$ cat config.mk
export PLATFORM = sky130hd
export DESIGN_NAME = bsg_manycore_ruche_edge_concentrator
export DESIGN_NICKNAME = d
export VERILOG_FILES = /design/src/rtl/bsg_manycore_ruche_edge_concentrator.sv
export SDC_FILE = /design/constraint.sdc
export NUM_CORES = 1
export LEC_CHECK = 0
export BUFFER_PORTS_ARGS = -buffer_cell sky130_fd_sc_hd__buf_2
export CELL_PAD_IN_SITES_DETAIL_PLACEMENT = 0
export CELL_PAD_IN_SITES_GLOBAL_PLACEMENT = 1
export CORE_ASPECT_RATIO = 0.9
export CORE_MARGIN = 1.5
export CORE_UTILIZATION = 42
export DETAILED_ROUTE_END_ITERATION = 12
export PLACE_DENSITY = 0.86
export SLEW_MARGIN = 20
export SYNTH_ARGS = -nofsm -noshare
export SYNTH_HDL_FRONTEND = slang
export SYNTH_SLANG_ARGS = --single-unit
export TNS_END_PERCENT = 10
$ cat constraint.sdc
create_clock -name clk_i -period 6.6 [get_ports clk_i]
set_input_delay 0 -clock clk_i [delete_from_list [all_inputs] [get_ports clk_i]]
set_output_delay 0 -clock clk_i [all_outputs]
set_load 0.005 [all_outputs]
$ cat src/rtl/bsg_manycore_ruche_edge_concentrator.sv
// Ruche edge concentrator: merges the ruche channels at a row edge onto one
// link with a channel id in the MSBs (egress), and splits that link back out
// into per-channel FIFOs (ingress). Each direction is independent.
module bsg_manycore_ruche_edge_concentrator #(
  parameter int num_channels_p = 3,
  parameter int width_p        = 32,
  parameter int fifo_els_p     = 2,
  localparam int id_width_lp   = (num_channels_p > 1) ? $clog2(num_channels_p) : 1
) (
  input  logic                                    clk_i,
  input  logic                                    reset_i,
  input  logic [num_channels_p-1:0]               chan_en_i,

  input  logic [num_channels_p-1:0][width_p-1:0]  ch_data_i,
  input  logic [num_channels_p-1:0]               ch_v_i,
  output logic [num_channels_p-1:0]               ch_ready_o,

  output logic [id_width_lp+width_p-1:0]          link_data_o,
  output logic                                    link_v_o,
  input  logic                                    link_ready_i,

  input  logic [id_width_lp+width_p-1:0]          link_data_i,
  input  logic                                    link_v_i,
  output logic                                    link_ready_o,

  output logic [num_channels_p-1:0][width_p-1:0]  ch_data_o,
  output logic [num_channels_p-1:0]               ch_v_o,
  input  logic [num_channels_p-1:0]               ch_ready_i,

  output logic                                    error_o,
  output logic [7:0]                              drop_count_o
);

  localparam int ptr_w_lp = (fifo_els_p > 1) ? $clog2(fifo_els_p) : 1;
  localparam int cnt_w_lp = $clog2(fifo_els_p + 1);

  // Advance a FIFO pointer, wrapping at the FIFO depth.
  function automatic logic [ptr_w_lp-1:0] f_next_ptr(input logic [ptr_w_lp-1:0] p);
    if (p == ptr_w_lp'(fifo_els_p - 1)) return '0;
    return p + 1'b1;
  endfunction

  // Channel id that follows the given one, modulo the channel count.
  function automatic logic [id_width_lp-1:0] f_next_id(input logic [id_width_lp-1:0] id);
    if (id == id_width_lp'(num_channels_p - 1)) return '0;
    return id + 1'b1;
  endfunction

  // ---------------------------------------------------------------------------
  // Egress path: per-channel FIFOs feeding a round-robin arbiter with a lock
  // ---------------------------------------------------------------------------
  logic [num_channels_p-1:0][width_p-1:0] w_eg_head;
  logic [num_channels_p-1:0]              w_eg_nonempty;
  logic [num_channels_p-1:0]              w_eg_full;
  logic [num_channels_p-1:0]              w_eg_ready;
  logic [num_channels_p-1:0]              w_eg_enq;
  logic [num_channels_p-1:0]              w_eg_deq;
  logic [num_channels_p-1:0]              w_eg_req;

  logic [id_width_lp-1:0] r_rr_ptr;
  logic                   r_locked;
  logic [id_width_lp-1:0] r_lock_id;

  logic                   w_any_req;
  logic [id_width_lp-1:0] w_search_id;
  logic [id_width_lp-1:0] w_grant_id;
  logic [width_p-1:0]     w_link_payload;
  logic                   w_out_xfer;
  int                     w_dist;
  int                     w_best_dist;

  // A full FIFO still accepts a word when its head leaves in the same cycle,
  // which keeps a saturated channel streaming at one word per cycle.
  assign w_eg_ready = {num_channels_p{!reset_i}} & chan_en_i & (~w_eg_full | w_eg_deq);
  assign w_eg_enq   = ch_v_i & w_eg_ready;
  assign ch_ready_o = w_eg_ready;

  // Disabled channels keep their words but do not compete for the link.
  assign w_eg_req   = chan_en_i & w_eg_nonempty;

  for (genvar gc = 0; gc < num_channels_p; gc++) begin : g_egress
    logic [width_p-1:0]  r_mem [fifo_els_p];
    logic [ptr_w_lp-1:0] r_rd_ptr;
    logic [ptr_w_lp-1:0] r_wr_ptr;
    logic [cnt_w_lp-1:0] r_count;

    // Storage is not reset; the occupancy count decides what is visible.
    always_ff @(posedge clk_i) begin
      if (w_eg_enq[gc]) r_mem[r_wr_ptr] <= ch_data_i[gc];
    end

    // Pointer and occupancy bookkeeping for this channel's egress FIFO.
    always_ff @(posedge clk_i) begin
      if (reset_i) begin
        r_rd_ptr <= '0;
        r_wr_ptr <= '0;
        r_count  <= '0;
      end else begin
        if (w_eg_enq[gc]) r_wr_ptr <= f_next_ptr(r_wr_ptr);
        if (w_eg_deq[gc]) r_rd_ptr <= f_next_ptr(r_rd_ptr);
        case ({w_eg_enq[gc], w_eg_deq[gc]})
          2'b10:   r_count <= r_count + 1'b1;
          2'b01:   r_count <= r_count - 1'b1;
          default: r_count <= r_count;
        endcase
      end
    end

    assign w_eg_head[gc]     = r_mem[r_rd_ptr];
    assign w_eg_nonempty[gc] = (r_count != '0);
    assign w_eg_full[gc]     = (r_count == cnt_w_lp'(fifo_els_p));
  end

  // Round-robin search: pick the requester closest to rr_ptr going upward.
  always_comb begin
    w_any_req   = 1'b0;
    w_search_id = '0;
    w_dist      = 0;
    w_best_dist = num_channels_p;
    for (int c = 0; c < num_channels_p; c++) begin
      if (w_eg_req[c]) begin
        if (c >= int'(r_rr_ptr)) w_dist = c - int'(r_rr_ptr);
        else                     w_dist = c + num_channels_p - int'(r_rr_ptr);
        if (w_dist < w_best_dist) begin
          w_best_dist = w_dist;
          w_search_id = id_width_lp'(c);
          w_any_req   = 1'b1;
        end
      end
    end
  end

  // A stalled grant holds until it transfers, even if its channel is disabled
  // meanwhile, so the link word never changes under a waiting receiver.
  assign w_grant_id  = r_locked ? r_lock_id : w_search_id;
  assign link_v_o    = !reset_i && (r_locked || w_any_req);
  assign w_out_xfer  = link_v_o && link_ready_i;
  assign link_data_o = {w_grant_id, w_link_payload};

  // Route the granted head onto the link and dequeue it on a transfer.
  always_comb begin
    w_eg_deq       = '0;
    w_link_payload = '0;
    for (int c = 0; c < num_channels_p; c++) begin
      if (w_grant_id == id_width_lp'(c)) begin
        w_link_payload = w_eg_head[c];
        w_eg_deq[c]    = w_out_xfer;
      end
    end
  end

  // Arbiter state: rotate priority past the winner, lock on a stall.
  always_ff @(posedge clk_i) begin
    if (reset_i) begin
      r_rr_ptr  <= '0;
      r_locked  <= 1'b0;
      r_lock_id <= '0;
    end else if (w_out_xfer) begin
      r_rr_ptr  <= f_next_id(w_grant_id);
      r_locked  <= 1'b0;
    end else if (link_v_o) begin
      r_locked  <= 1'b1;
      r_lock_id <= w_grant_id;
    end
  end

  // ---------------------------------------------------------------------------
  // Ingress path: decode id, steer into per-channel FIFOs, drop bad ids
  // ---------------------------------------------------------------------------
  logic [id_width_lp-1:0]                 w_in_id;
  logic [width_p-1:0]                     w_in_payload;
  logic                                   w_in_id_ok;
  logic                                   w_in_sel_full;
  logic                                   w_in_xfer;
  logic                                   w_drop;
  logic [num_channels_p-1:0]              w_in_enq;
  logic [num_channels_p-1:0]              w_in_deq;
  logic [num_channels_p-1:0]              w_in_full;
  logic [num_channels_p-1:0]              w_in_nonempty;
  logic [num_channels_p-1:0]              w_in_valid;
  logic [num_channels_p-1:0][width_p-1:0] w_in_head;

  logic       r_error;
  logic [7:0] r_drop_count;

  assign w_in_id      = link_data_i[width_p +: id_width_lp];
  assign w_in_payload = link_data_i[width_p-1:0];

  // Look up whether the incoming id names an enabled channel, and its fullness.
  always_comb begin
    w_in_id_ok    = 1'b0;
    w_in_sel_full = 1'b0;
    for (int c = 0; c < num_channels_p; c++) begin
      if (w_in_id == id_width_lp'(c)) begin
        w_in_id_ok    = chan_en_i[c];
        w_in_sel_full = w_in_full[c];
      end
    end
  end

  // Bad ids are always accepted so a misrouted word cannot wedge the link.
  assign link_ready_o = !w_in_id_ok || !w_in_sel_full;
  assign w_in_xfer    = link_v_i && link_ready_o;
  assign w_drop       = w_in_xfer && !w_in_id_ok;

  // One-hot enqueue strobe for the addressed ingress FIFO.
  always_comb begin
    w_in_enq = '0;
    for (int c = 0; c < num_channels_p; c++) begin
      w_in_enq[c] = w_in_xfer && w_in_id_ok && (w_in_id == id_width_lp'(c));
    end
  end

  assign w_in_valid = {num_channels_p{!reset_i}} & w_in_nonempty;
  assign w_in_deq   = w_in_valid & ch_ready_i;
  assign ch_v_o     = w_in_valid;
  assign ch_data_o  = w_in_head;

  for (genvar gc = 0; gc < num_channels_p; gc++) begin : g_ingress
    logic [width_p-1:0]  r_mem [fifo_els_p];
    logic [ptr_w_lp-1:0] r_rd_ptr;
    logic [ptr_w_lp-1:0] r_wr_ptr;
    logic [cnt_w_lp-1:0] r_count;

    // Storage is not reset; the occupancy count decides what is visible.
    always_ff @(posedge clk_i) begin
      if (w_in_enq[gc]) r_mem[r_wr_ptr] <= w_in_payload;
    end

    // Pointer and occupancy bookkeeping for this channel's ingress FIFO.
    always_ff @(posedge clk_i) begin
      if (reset_i) begin
        r_rd_ptr <= '0;
        r_wr_ptr <= '0;
        r_count  <= '0;
      end else begin
        if (w_in_enq[gc]) r_wr_ptr <= f_next_ptr(r_wr_ptr);
        if (w_in_deq[gc]) r_rd_ptr <= f_next_ptr(r_rd_ptr);
        case ({w_in_enq[gc], w_in_deq[gc]})
          2'b10:   r_count <= r_count + 1'b1;
          2'b01:   r_count <= r_count - 1'b1;
          default: r_count <= r_count;
        endcase
      end
    end

    assign w_in_head[gc]     = r_mem[r_rd_ptr];
    assign w_in_nonempty[gc] = (r_count != '0);
    assign w_in_full[gc]     = (r_count == cnt_w_lp'(fifo_els_p));
  end

  // Sticky error flag and saturating drop counter for misrouted words.
  always_ff @(posedge clk_i) begin
    if (reset_i) begin
      r_error      <= 1'b0;
      r_drop_count <= '0;
    end else if (w_drop) begin
      r_error <= 1'b1;
      if (r_drop_count != 8'hFF) r_drop_count <= r_drop_count + 8'd1;
    end
  end

  assign error_o      = r_error;
  assign drop_count_o = r_drop_count;

endmodule

==> flow_summary_export.csv <==
group,metric,value,unit
global_routing,grt_max_degree,59,
logic_synthesis,seq_area_frac_synth,0.739,
timing,tightestPinTransition,1110,ps
detailed_routing,vias,10400,
worst_setup_path,critical_path_class,"reg -> reg",
logic_synthesis,ys_ff_latch,428,
timing,rsz0062_at_grt,"false",
clock_tree,clock_latency,550,ps
timing,setup_viol,0,
timing,slew_viol_final,0,
detailed_routing,viasPerCell,5.16,
logic_synthesis,synth_top_area_share,0.687,
layout,area_growth,29.3,%
global_routing,gr-total-overflow,0,
clock_tree,cts_root_buf,"clkbuf_16",
layout,nets,1609,
global_routing,track_usage,0.192,
worst_setup_path,r2r_cells,13,
placement,dpl.hpwl,24.1,mm
global_routing,antenna_found_initial,0,
layout,nFillCells,3105,
timing,setup_tns,0,ps
timing,period_share,0.768,
global_routing,grt_pass1_vias,10500,
detailed_routing,first_pass_iters,5,
layout,diodes,0,
floorplan,initial_core_util,0.425,
detailed_routing,antenna_left,0,
layout,drive_above_1_share,0.351,
timing,clock-skew-final,15.5,ps
worst_setup_path,arrival,5230,ps
placement,place.gp.congestion,0.791,
pwr,vdd_drop_max,0.256,mV
logic_synthesis,yosys_warnings,0,
clock_tree,htreeDepth,2,
logic_synthesis,yosys.area.top_type,"edfxtp_1",
worst_setup_path,startpoint,"r_rr_ptr[1]",
placement,portBuffers,289,
worst_setup_path,endpoint_kind,"flip-flop",
floorplan,die_w,214,um
floorplan,rows,69,
clock_tree,clk_pin_slew_worst_paths,60,ps
min_path,whs_path_depth,4,
detailed_routing,drc,0,
detailed_routing,wire_per_inst,20.3,um
floorplan,die_h,193,um
logic_synthesis,syn_nets,1164,
worst_setup_path,crit_path_max_fanout,32,
worst_setup_path,required,6760,ps
logic_synthesis,synth-main-ff-cell,"edfxtp_1",
pwr,p_per_area,263,nW/um2
global_routing,grt_pass1_wl,59.4,mm
min_path,worst_hold_startpoint,"chan_en_i[2]",
layout,final_common_cell,"edfxtp_1",
worst_setup_path,start_kind,"flip-flop",
timing,post-route-min-period,5070,ps
layout,final_cell_mix,"edfxtp_1 (384), buf_2 (289), dlygate4sd3_1 (139), mux2_2 (129), mux2i_1 (67)",
timing,final_hold_viol_count,0,
logic_synthesis,syn_inst,1003,
floorplan,io_pins,290,
pwr,power_leakage,7.72,nW
layout,finalCoreUtilization,0.550,
worst_setup_path,r2r-end,"g_egress[0].r_mem[1][2]",
min_path,hold_path.class,"in -> reg",
clock_tree,cts_tree,"done",
worst_setup_path,r2r-start,"r_rr_ptr[1]",
worst_setup_path,r2r_setup_slack,1530,ps
floorplan,core_region_area,39500,um2
logic_synthesis,synth-edff-count,384,
run_status,status,"complete, no violations",
detailed_routing,routed_wl,40.7,mm
logic_synthesis,synth_cell_types,51,
clock_tree,cts_buffers,45,
job,drv_cap,0,
layout,multi_input_area,4250,um2
floorplan,die_area,41200,um2
layout,seqCellArea,12400,um2
logic_synthesis,syn_area_per_cell,16.7,um2
min_path,worstHoldEndpoint,"g_egress[2].r_wr_ptr",
detailed_routing,drt_iter0_drc,657,
timing,fmax,197,MHz
logic_synthesis,synth_area_leaders,"edfxtp_1 (69%), mux2_2 (8.7%), dfxtp_1 (5.2%)",
logic_synthesis,syn_area,16800,um2
logic_synthesis,async_flop_share,0,
clock_tree,cts.sinks,428,
timing,slew_headroom,0.260,
clock_tree,clk_path_buf_depth,3,
## cells in the mapped netlist, types with 3 or more instances
| library cell | n |
|---|---|
| clkbuf_1 | 35 |
| a31oi_1 | 4 |
| mux2i_1 | 67 |
| or3_1 | 8 |
| nand3_1 | 11 |
| dfxtp_1 | 44 |
| buf_1 | 12 |
| nand2_1 | 44 |
| nor2_1 | 53 |
| xnor2_1 | 16 |
| o21ai_0 | 11 |
| inv_1 | 16 |
| a221oi_1 | 32 |
| nand2b_1 | 4 |
| nor2b_1 | 5 |
| a21oi_1 | 48 |
| o21ai_1 | 3 |
| edfxtp_1 | 384 |
| ha_1 | 18 |
| xor2_1 | 11 |
| and3_1 | 3 |
| and2_1 | 6 |
| mux2_2 | 129 |
| nand4_1 | 4 |
## state kept, by name (all words and copies together), names as in the netlist, named ones only
signal	count
g_egress.r_rd_ptr	3
g_ingress.r_wr_ptr	3
r_rr_ptr	2
g_egress.r_count	6
error_o	1
g_egress.r_mem	192
g_ingress.r_mem	192
g_ingress.r_rd_ptr	3
g_ingress.r_count	6
drop_count_o	8
r_locked	1
g_egress.r_wr_ptr	3
r_lock_id	2
## critical path, cell delays in order, from the launching register on
cell and delay, ps:
dfxtp_1 560, inv_1 170, ha_1 240, nor2_1 160
ha_1 280, a311oi_1 370, mux2_2 390, ha_1 300
o211ai_1 220, a31o_1 150, a2111o_1 310, nor4b_4 430
o21ba_2 240, and4_2 830
## worst max-delay path by stage
| stage | end | cells past startpoint |
|---|---|---|
| floorplan | g_egress[1].r_mem[0][0] | 12 |
| global placement | g_egress[1].r_mem[1][6] | 14 |
| detailed placement | g_egress[1].r_mem[1][6] | 14 |
| CTS | g_egress[0].r_mem[1][19] | 13 |
| global route | g_egress[1].r_mem[1][14] | 14 |
| finish | g_egress[0].r_mem[1][2] | 13 |
## where the power goes
group / switching, mW / total [mW] / leakage (nW) / internal [mW]
combinational: 0.214 / 0.422 / 3.26 / 0.207
sequential: 0.0295 / 3.03 / 3.84 / 3.00
clock: 0.974 / 2.25 / 0.620 / 1.27
## cell type report
| cell class | instances | area share |
|---|---|---|
| flip-flops and latches | 428 | 0.572 |
| multi-input cells | 512 | 0.196 |
| repair buffers | 445 | 0.140 |
| clock buffers | 51 | 0.0529 |
| well taps | 532 | 0.0307 |
| clock inverters | 23 | 0.00623 |
| inverters | 16 | 0.00277 |
## through the flow
stage          hold WS, ps  area (um2)  instances  setup WS, ps  total power, mW
5_1_grt               71.3       21700       2007          1260             5.91
2_1_floorplan         98.9       16800       1003           116             3.26
3_3_place_gp           189       18900       1790          1780             3.42
6_report              47.1       21700       2007          1530             5.70
3_5_place_dp           191       18900       1790          1590             3.44
4_1_cts               11.5       21600       2003          1560             5.75
## metal layers
layer,share of wire,vias up,track usage
met2,0.49,398,0.332
met1,0.42,5140,0.239
met4,0.021,0,0.0599
li1,-,4755,-
met5,0,-,0
met3,0.073,65,0.0439
## repair_timing
action,in CTS,in global routing
setup buffers,0,0
endpoints found under the hold margin,404,0
hold buffers,139,0
resized for setup,0,0
endpoints found under the setup margin,0,0
## cell families after synthesis
logic type	count (synthesis)	share of synthesized area
buffers and inverters	63	0.0141
AO/OA/AOI/OAI	117	0.0477
AND/OR/NAND/NOR	153	0.0441
adder cells (fa/ha/maj)	18	0.0134
XOR/XNOR	27	0.0141
flip-flops	428	0.739
multiplexers	197	0.127
Power figures use the tool's default switching activity.
